### src/rtl/demux1to8_reg.sv
// -----------------------------------------------------------------------------
// demux1to8_reg
//
// Registered 1-to-8 demultiplexer with a per-channel valid/acknowledge
// handshake. One input word D is steered into one of eight held output
// registers (o1..o8). Each register has a sticky valid flag. The consumer of
// that channel clears the flag by pulsing its ack bit. When auto=1, an internal
// pointer supplies the target channel and advances on every accepted load.
//
// Optional feature (compile-time macro DEMUX_OVERRUN_EN):
//   defined   - A load to a channel that is still valid and not being acked
//               in that cycle is dropped. Both the data and ptr then hold,
//               and the sticky overrun flag is set.
//   undefined - Such a load simply overwrites the channel. overrun is tied 0.
//
// Ports:
//   clk            sole clock; all state changes on the rising edge
//   reset          synchronous, active-high reset (clears everything)
//   D   [WIDTH]    data word to distribute
//   S   [3]        channel select (0 -> o1 ... 7 -> o8), ignored when auto=1
//   load           write strobe
//   auto           1: target = ptr, 0: target = S
//   ack [8]        per-channel acknowledge; ack[k] clears valid[k]
//   clr            clears valid, ptr and overrun; data registers hold
//   o1..o8 [WIDTH] held channel data registers
//   valid [8]      sticky per-channel valid flags
//   ptr [3]        auto-mode pointer
//   full           &valid   (combinational from the valid register)
//   empty          ~|valid  (combinational from the valid register)
//   overrun        sticky overrun flag
// -----------------------------------------------------------------------------
module demux1to8_reg #(
  parameter int WIDTH = 8
) (
  input  logic             clk,
  input  logic             reset,
  input  logic [WIDTH-1:0] D,
  input  logic [2:0]       S,
  input  logic             load,
  input  logic             auto,
  input  logic [7:0]       ack,
  input  logic             clr,
  output logic [WIDTH-1:0] o1,
  output logic [WIDTH-1:0] o2,
  output logic [WIDTH-1:0] o3,
  output logic [WIDTH-1:0] o4,
  output logic [WIDTH-1:0] o5,
  output logic [WIDTH-1:0] o6,
  output logic [WIDTH-1:0] o7,
  output logic [WIDTH-1:0] o8,
  output logic [7:0]       valid,
  output logic [2:0]       ptr,
  output logic             full,
  output logic             empty,
  output logic             overrun
);

  logic [WIDTH-1:0] data_q [8];
  logic [WIDTH-1:0] data_d [8];
  logic [7:0]       valid_q, valid_d;
  logic [2:0]       ptr_q, ptr_d;
  logic [2:0]       target;
  logic             accept;

`ifdef DEMUX_OVERRUN_EN
  logic             overrun_q, overrun_d;
  logic             is_overrun;
`endif

  always_comb begin
    // NOTE: every signal assigned in this block gets a default value first.
    // That way no path leaves a signal unassigned, so no latch is inferred.
    target  = auto ? ptr_q : S;
    data_d  = data_q;
    // Acks are applied first. A load to the same channel then overrides its
    // ack, so the load wins the collision.
    valid_d = valid_q & ~ack;
    ptr_d   = ptr_q;

`ifdef DEMUX_OVERRUN_EN
    // A load that is acked in the same cycle is not an overrun. The consumer
    // has just taken the old word.
    is_overrun = load & valid_q[target] & ~ack[target];
    accept     = load & ~is_overrun;
    overrun_d  = overrun_q;
`else
    accept     = load;
`endif

    if (clr) begin
      // clr outranks load and ack. The data registers deliberately hold.
      valid_d = '0;
      ptr_d   = '0;
`ifdef DEMUX_OVERRUN_EN
      overrun_d = 1'b0;
`endif
    end else begin
      if (accept) begin
        data_d[target]  = D;
        valid_d[target] = 1'b1;
        if (auto) begin
          ptr_d = ptr_q + 3'd1;  // wraps 7 -> 0 naturally
        end
      end
`ifdef DEMUX_OVERRUN_EN
      if (is_overrun) begin
        overrun_d = 1'b1;
      end
`endif
    end
  end

  always_ff @(posedge clk) begin
    // NOTE: sequential state uses non-blocking assignments only, so every flop
    // samples the pre-edge value of every other flop.
    if (reset) begin
      // NOTE: the channel registers are part of the visible reset state
      // (o1..o8 read 0 after reset), so this storage is reset explicitly.
      // It is not left uninitialised the way a RAM would be.
      for (int i = 0; i < 8; i++) begin
        data_q[i] <= '0;
      end
      valid_q <= '0;
      ptr_q   <= '0;
`ifdef DEMUX_OVERRUN_EN
      overrun_q <= 1'b0;
`endif
    end else begin
      data_q  <= data_d;
      valid_q <= valid_d;
      ptr_q   <= ptr_d;
`ifdef DEMUX_OVERRUN_EN
      overrun_q <= overrun_d;
`endif
    end
  end

  assign o1    = data_q[0];
  assign o2    = data_q[1];
  assign o3    = data_q[2];
  assign o4    = data_q[3];
  assign o5    = data_q[4];
  assign o6    = data_q[5];
  assign o7    = data_q[6];
  assign o8    = data_q[7];
  assign valid = valid_q;
  assign ptr   = ptr_q;
  assign full  = &valid_q;
  assign empty = ~|valid_q;

`ifdef DEMUX_OVERRUN_EN
  assign overrun = overrun_q;
`else
  assign overrun = 1'b0;
`endif

endmodule

### config.mk
export PLATFORM = sky130hd
export DESIGN_NAME = demux1to8_reg
export DESIGN_NICKNAME = d
export VERILOG_FILES = /design/src/rtl/demux1to8_reg.sv
export SDC_FILE = /design/constraint.sdc
export NUM_CORES = 1
export LEC_CHECK = 0
export BUFFER_PORTS_ARGS = -buffer_cell sky130_fd_sc_hd__buf_2
export CORE_MARGIN = 3
export CORE_UTILIZATION = 57
export CTS_BUF_LIST = sky130_fd_sc_hd__clkbuf_4 sky130_fd_sc_hd__clkbuf_8
export CTS_CLUSTER_DIAMETER = 50
export CTS_CLUSTER_SIZE = 8
export DETAILED_ROUTE_END_ITERATION = 10
export PLACE_DENSITY_LB_ADDON = 0.12
export SYNTH_ARGS = -nofsm -noshare
export SYNTH_HDL_FRONTEND = slang
export SYNTH_SLANG_ARGS = --single-unit
export TNS_END_PERCENT = 20
### constraint.sdc
create_clock -name clk -period 3.8 [get_ports clk]
set_clock_uncertainty 0.15 [all_clocks]
set_input_delay 0.76 -clock clk [delete_from_list [all_inputs] [get_ports clk]]
set_output_delay 0.76 -clock clk [all_outputs]
set_load 0.02 [all_outputs]
Word level (Yosys, flattened, before mapping). Index checks and enable logic that the tools add are counted.

Equal/unequal tests: 0. Multiply operators: 0. $lt $le $gt $ge: 4. Add/sub/neg operators: 1. Divide/modulo/power cells: 0. Reductions and logical operators: 8. Shift operators: 0. Bitwise gates (word level): 5. Multiplexer cells: 7.

Operator list (number): $bwmux W64 (1); $demux W8 S3 (1); $mux W8 (2); $and A8 B8 Y8 (1); $not A8 Y8 (1); $or A8 B8 Y8 (1); $reduce_and A8 Y1 (1); $reduce_or A8 Y1 (1); $ge A4 B4 Y1 const B (1); $lt A3 B4 Y1 const B (1); $lt A4 B1 Y1 const B (1); $not A3 Y4 (1); $reduce_and A2 Y1 (2); $add A3 B1 Y3 const B (1); $demux W1 S3 (1); $ge A3 B1 Y1 const B (1); $mux W3 (1); $logic_and A1 B1 Y1 (2); $reduce_or A2 Y1 (1); $logic_not A1 Y1 (1); $mux W1 (1); $not A1 Y1 (1).

Latch bits: 0. Register bits after elaboration: 75. Bits in read-only memories: 0. Logic and storage cells: 35. Input port bits: 24. RAM bits: 0. Memories: 0.

Longest topological paths before layout.
Depth after elaboration: 7. Depth in mapped cells: 6.

Least setup slack after synthesis. Ideal clock, no wire load.

Path type: reg-to-output. From: register valid_q[3], in the netlist valid[3]. To: output empty. Arrival time: 1209 ps. Setup slack: 1681 ps. Required time: 2890 ps. Path buffers: 0. Stages on the path, launching flop included: 3. Cell sequence: dfxtp_1 > or4_1 > nor2_1.

Cells in the longest elaborated chain, start to end: 2.

RTL lines: from (decl) (line 60) `logic [7:0] valid_q, valid_d;`; from (signal assigned) (line 130) `valid_q <= valid_d;`; $reduce_or A8 Y1 (line 149) `assign empty = ~|valid_q;`; $logic_not A1 Y1 (line 149); to (decl) (line 54) `output logic empty,`.

No other way between the ends.

Final worst setup path. Same ends and word-level chain as after synthesis.

==> impl_metrics.toml <==
[timing]
setup_viol_count_final = 0
min_period_over_period_pct = 62.3
tightest_slew_ns = 0.710
final-hold-violation-count = 0
timing.hold.ws_ns = 0.325
worst_slack_ns = 1.43
setup_tns_ns = 0
fmax_ghz = 0.422
drv_slew = 0
layout_min_cycle_time_ns = 2.37
slew_headroom_pct = 52.7
rsz0062_at_grt = "false"

[clocking]
postCtsSetupBuffers = 0
clock_latency_ns = 0.33
clock-sinks = 75
postCtsHoldBufs = 0
clk_pin_slew_ns = 0.08
cts_tree = "built"
cts_buffer_depth = 2
ctsRootBufferMaster = "clkbuf_8"
cts-buffers-inserted = 9
h-tree-depth = 3
post_cts_resized = 0

[floorplanning]
initial_core_util_pct = 59.8
die_w_um = 82.5
fp.dieArea_um2 = 6810
die_h_um = 82.5
io_pins = 102
rows = 27
core_um2 = 5570

[critical_path]
rr_worst_depth = 3
cp_slowest_stage_delay_ns = 0.52
crit_type = "reg -> out"
cp_slowest_cell = "or4_1"
endpoint_kind = "output pin"
crit_buf_inv = 1
cp.arrival_ns = 1.46
ff2ff_setup_slack_ns = 2.00
r2r-end = "o7[2]$_SDFFE_PP0P_"
timing.rr.start = "ptr[0]$_SDFFE_PP0P_"
startpoint_type = "flip-flop"
crit_chain = "or4_1 > nor2_1 > buf_2"
path_delay_family = "simple AND/OR/NAND/NOR gates"
worst-path-max-fanout = 4
worstPathRequired_ns = 2.89

[detailed_routing]
drt_first_pass_iters = 4
antenna_left = 0
drt_wl_total_mm = 7.32
wl_per_cell_um = 15.7
remaining_drc_errors = 0
via_per_inst = 5.27
first_iter_violations = 97
vias = 2459

[synth]
yosysWarnings = 0
yosys.area.top_type = "dfxtp_1"
synth.distinct_cells = 34
synth_nets = 328
ys_ff_latch = 75
synth_area_um2 = 3340
muxShareOfSynthArea_pct = 22.0
synth_fa_ha_area_share_pct = 0.375
synth.yosys.seq_area_share_pct = 45.0
synth.avg_cell_area_um2 = 11.0
synth_top_area_share_pct = 45.0
synth_top_family_by_area = "multiplexers"
synth-simple-area-share_pct = 21.8
synthTopCellsByArea = "dfxtp_1, mux2i_1, nand2b_1"
synthCells = 303
synthXorXnorAreaFrac_pct = 0.525
synth_compound_area_share_pct = 6.04

[grt]
antenna_found_initial = 0
grt_max_degree = 58
track_usage_pct = 21.8
grt-ovfl-total = 0
grt_pass1_vias = 2316
grt_pass1_wl_mm = 11.2

[finish]
final_cell_mix = "buf_2, nand2b_1, dfxtp_1, mux2i_1, clkbuf_8"
final_core_util_pct = 71.8
diodes = 0
drive_above_1_share_pct = 34.4
layout.nets = 415
area_growth_pct = 20.0
final_common_cell = "buf_2"

[min_path]
min_to = "o8[7]$_SDFFE_PP0P_"
hold-path-cell-count = 2
hp-class = "reg -> reg"
min-delay-start = "o8[7]$_SDFFE_PP0P_"

[pwr]
p_per_area_nw_per_um2 = 385
pwr-share-clk_pct = 39.4
total_leakage_power_nw = 2.08
p_switching_mw = 0.367
ir_worst_vdd_v = 0.000267
seqPwrFrac_pct = 52.1
swShare_pct = 23.8
combPwrFrac_pct = 8.5
internal_power_mw = 1.17

[placement]
gp_congestion = 0.750
port_buffers = 100
hpwl_mm = 5.22
dp_slack_ns = 1.33

[outcome]
status = "finished clean"

[flow_run]
maxCapViolCount = 0
[state kept, by name, summed over array words and instances, names as in the netlist, 8 cells and up]
signal and count:
o2 8, o5 8, o3 8, o7 8, valid 8, o4 8, o8 8, o6 8
o1 8
[metrics by stage]
stage	instance area [um^2]	total power, mW	std cells
6_report	4000	1.54	467
4_1_cts	4000	1.55	467
3_3_place_gp	3800	0.951	451
3_5_place_dp	3800	0.953	451
5_1_grt	4000	1.59	467
2_1_floorplan	3340	0.917	303
[Yosys cell counts (all sizes together)]
master	n
and3b	3
nor2b	1
nand2b	80
nor3	1
conb	1
nor2	4
dfxtp	75
mux2	2
xor2	2
o211a	2
nor3b	3
o211ai	12
or4	2
nand2	2
clkbuf	11
buf	15
a21oi	9
nand3	2
or2	1
mux2i	67
and3	1
ha	1
nand4	6
[worst max-delay path by stage]
stage / startpoint / to / slack (ns) / depth (start not counted)
finish: valid[3]$_SDFF_PP0_ / empty / 1.43 / 3
detailed placement: auto / o6[5]$_SDFFE_PP0P_ / 1.33 / 4
global route: valid[3]$_SDFF_PP0_ / empty / 1.36 / 3
floorplan: valid[3]$_SDFF_PP0_ / empty / 1.68 / 2
CTS: valid[3]$_SDFF_PP0_ / empty / 1.41 / 3
global placement: auto / o6[3]$_SDFFE_PP0P_ / 1.37 / 4
[logic make-up (layout without fill, tap and decap cells)]
kind of cell / count (synthesis) / count (layout)
other: 1 / 1
and+or+nand+nor: 106 / 106
buffers and inverters: 26 / 118
muxes: 69 / 69
xor gates and xnor gates: 2 / 2
adders and majority gates: 1 / 1
AOI/OAI and AO/OA: 23 / 23
DFF: 75 / 75
[per-layer routing]
| layer | GRT usage (%) | vias up | part of all wire, % |
|---|---|---|---|
| met3 | 6.07 | 9 | 6.7 |
| met5 | 0 | - | 0 |
| li1 | - | 1208 | - |
| met1 | 26.9 | 1173 | 44 |
| met4 | 9.15 | 0 | 1.3 |
| met2 | 35.7 | 69 | 48 |
[worst register-to-register path, stage by stage (launching register included)]
cell      delay, ns
dfxtp_1        0.55
and3b_1        0.34
o211ai_4       0.45
mux2i_1        0.24
[power groups by stage]
| stage | combinational [mW] | clock (mW) | sequential [mW] |
|---|---|---|---|
| 2_1_floorplan | 0.0844 | 0 | 0.833 |
| 3_3_place_gp | 0.131 | 0 | 0.821 |
| 3_5_place_dp | 0.132 | 0 | 0.821 |
| 4_1_cts | 0.133 | 0.616 | 0.803 |
| 5_1_grt | 0.141 | 0.645 | 0.803 |
| 6_report | 0.131 | 0.607 | 0.803 |
[layout make-up]
type,instances,area (um^2)
Clock buffer,11,145
Clock inverter,5,52.6
Fill cell,427,1570
Multi-Input combinational cell,202,1700
Sequential cell,75,1500
Tap cell,72,90.1
Timing Repair Buffer,102,515
Note: power is estimated with default switching activity, not from simulation.
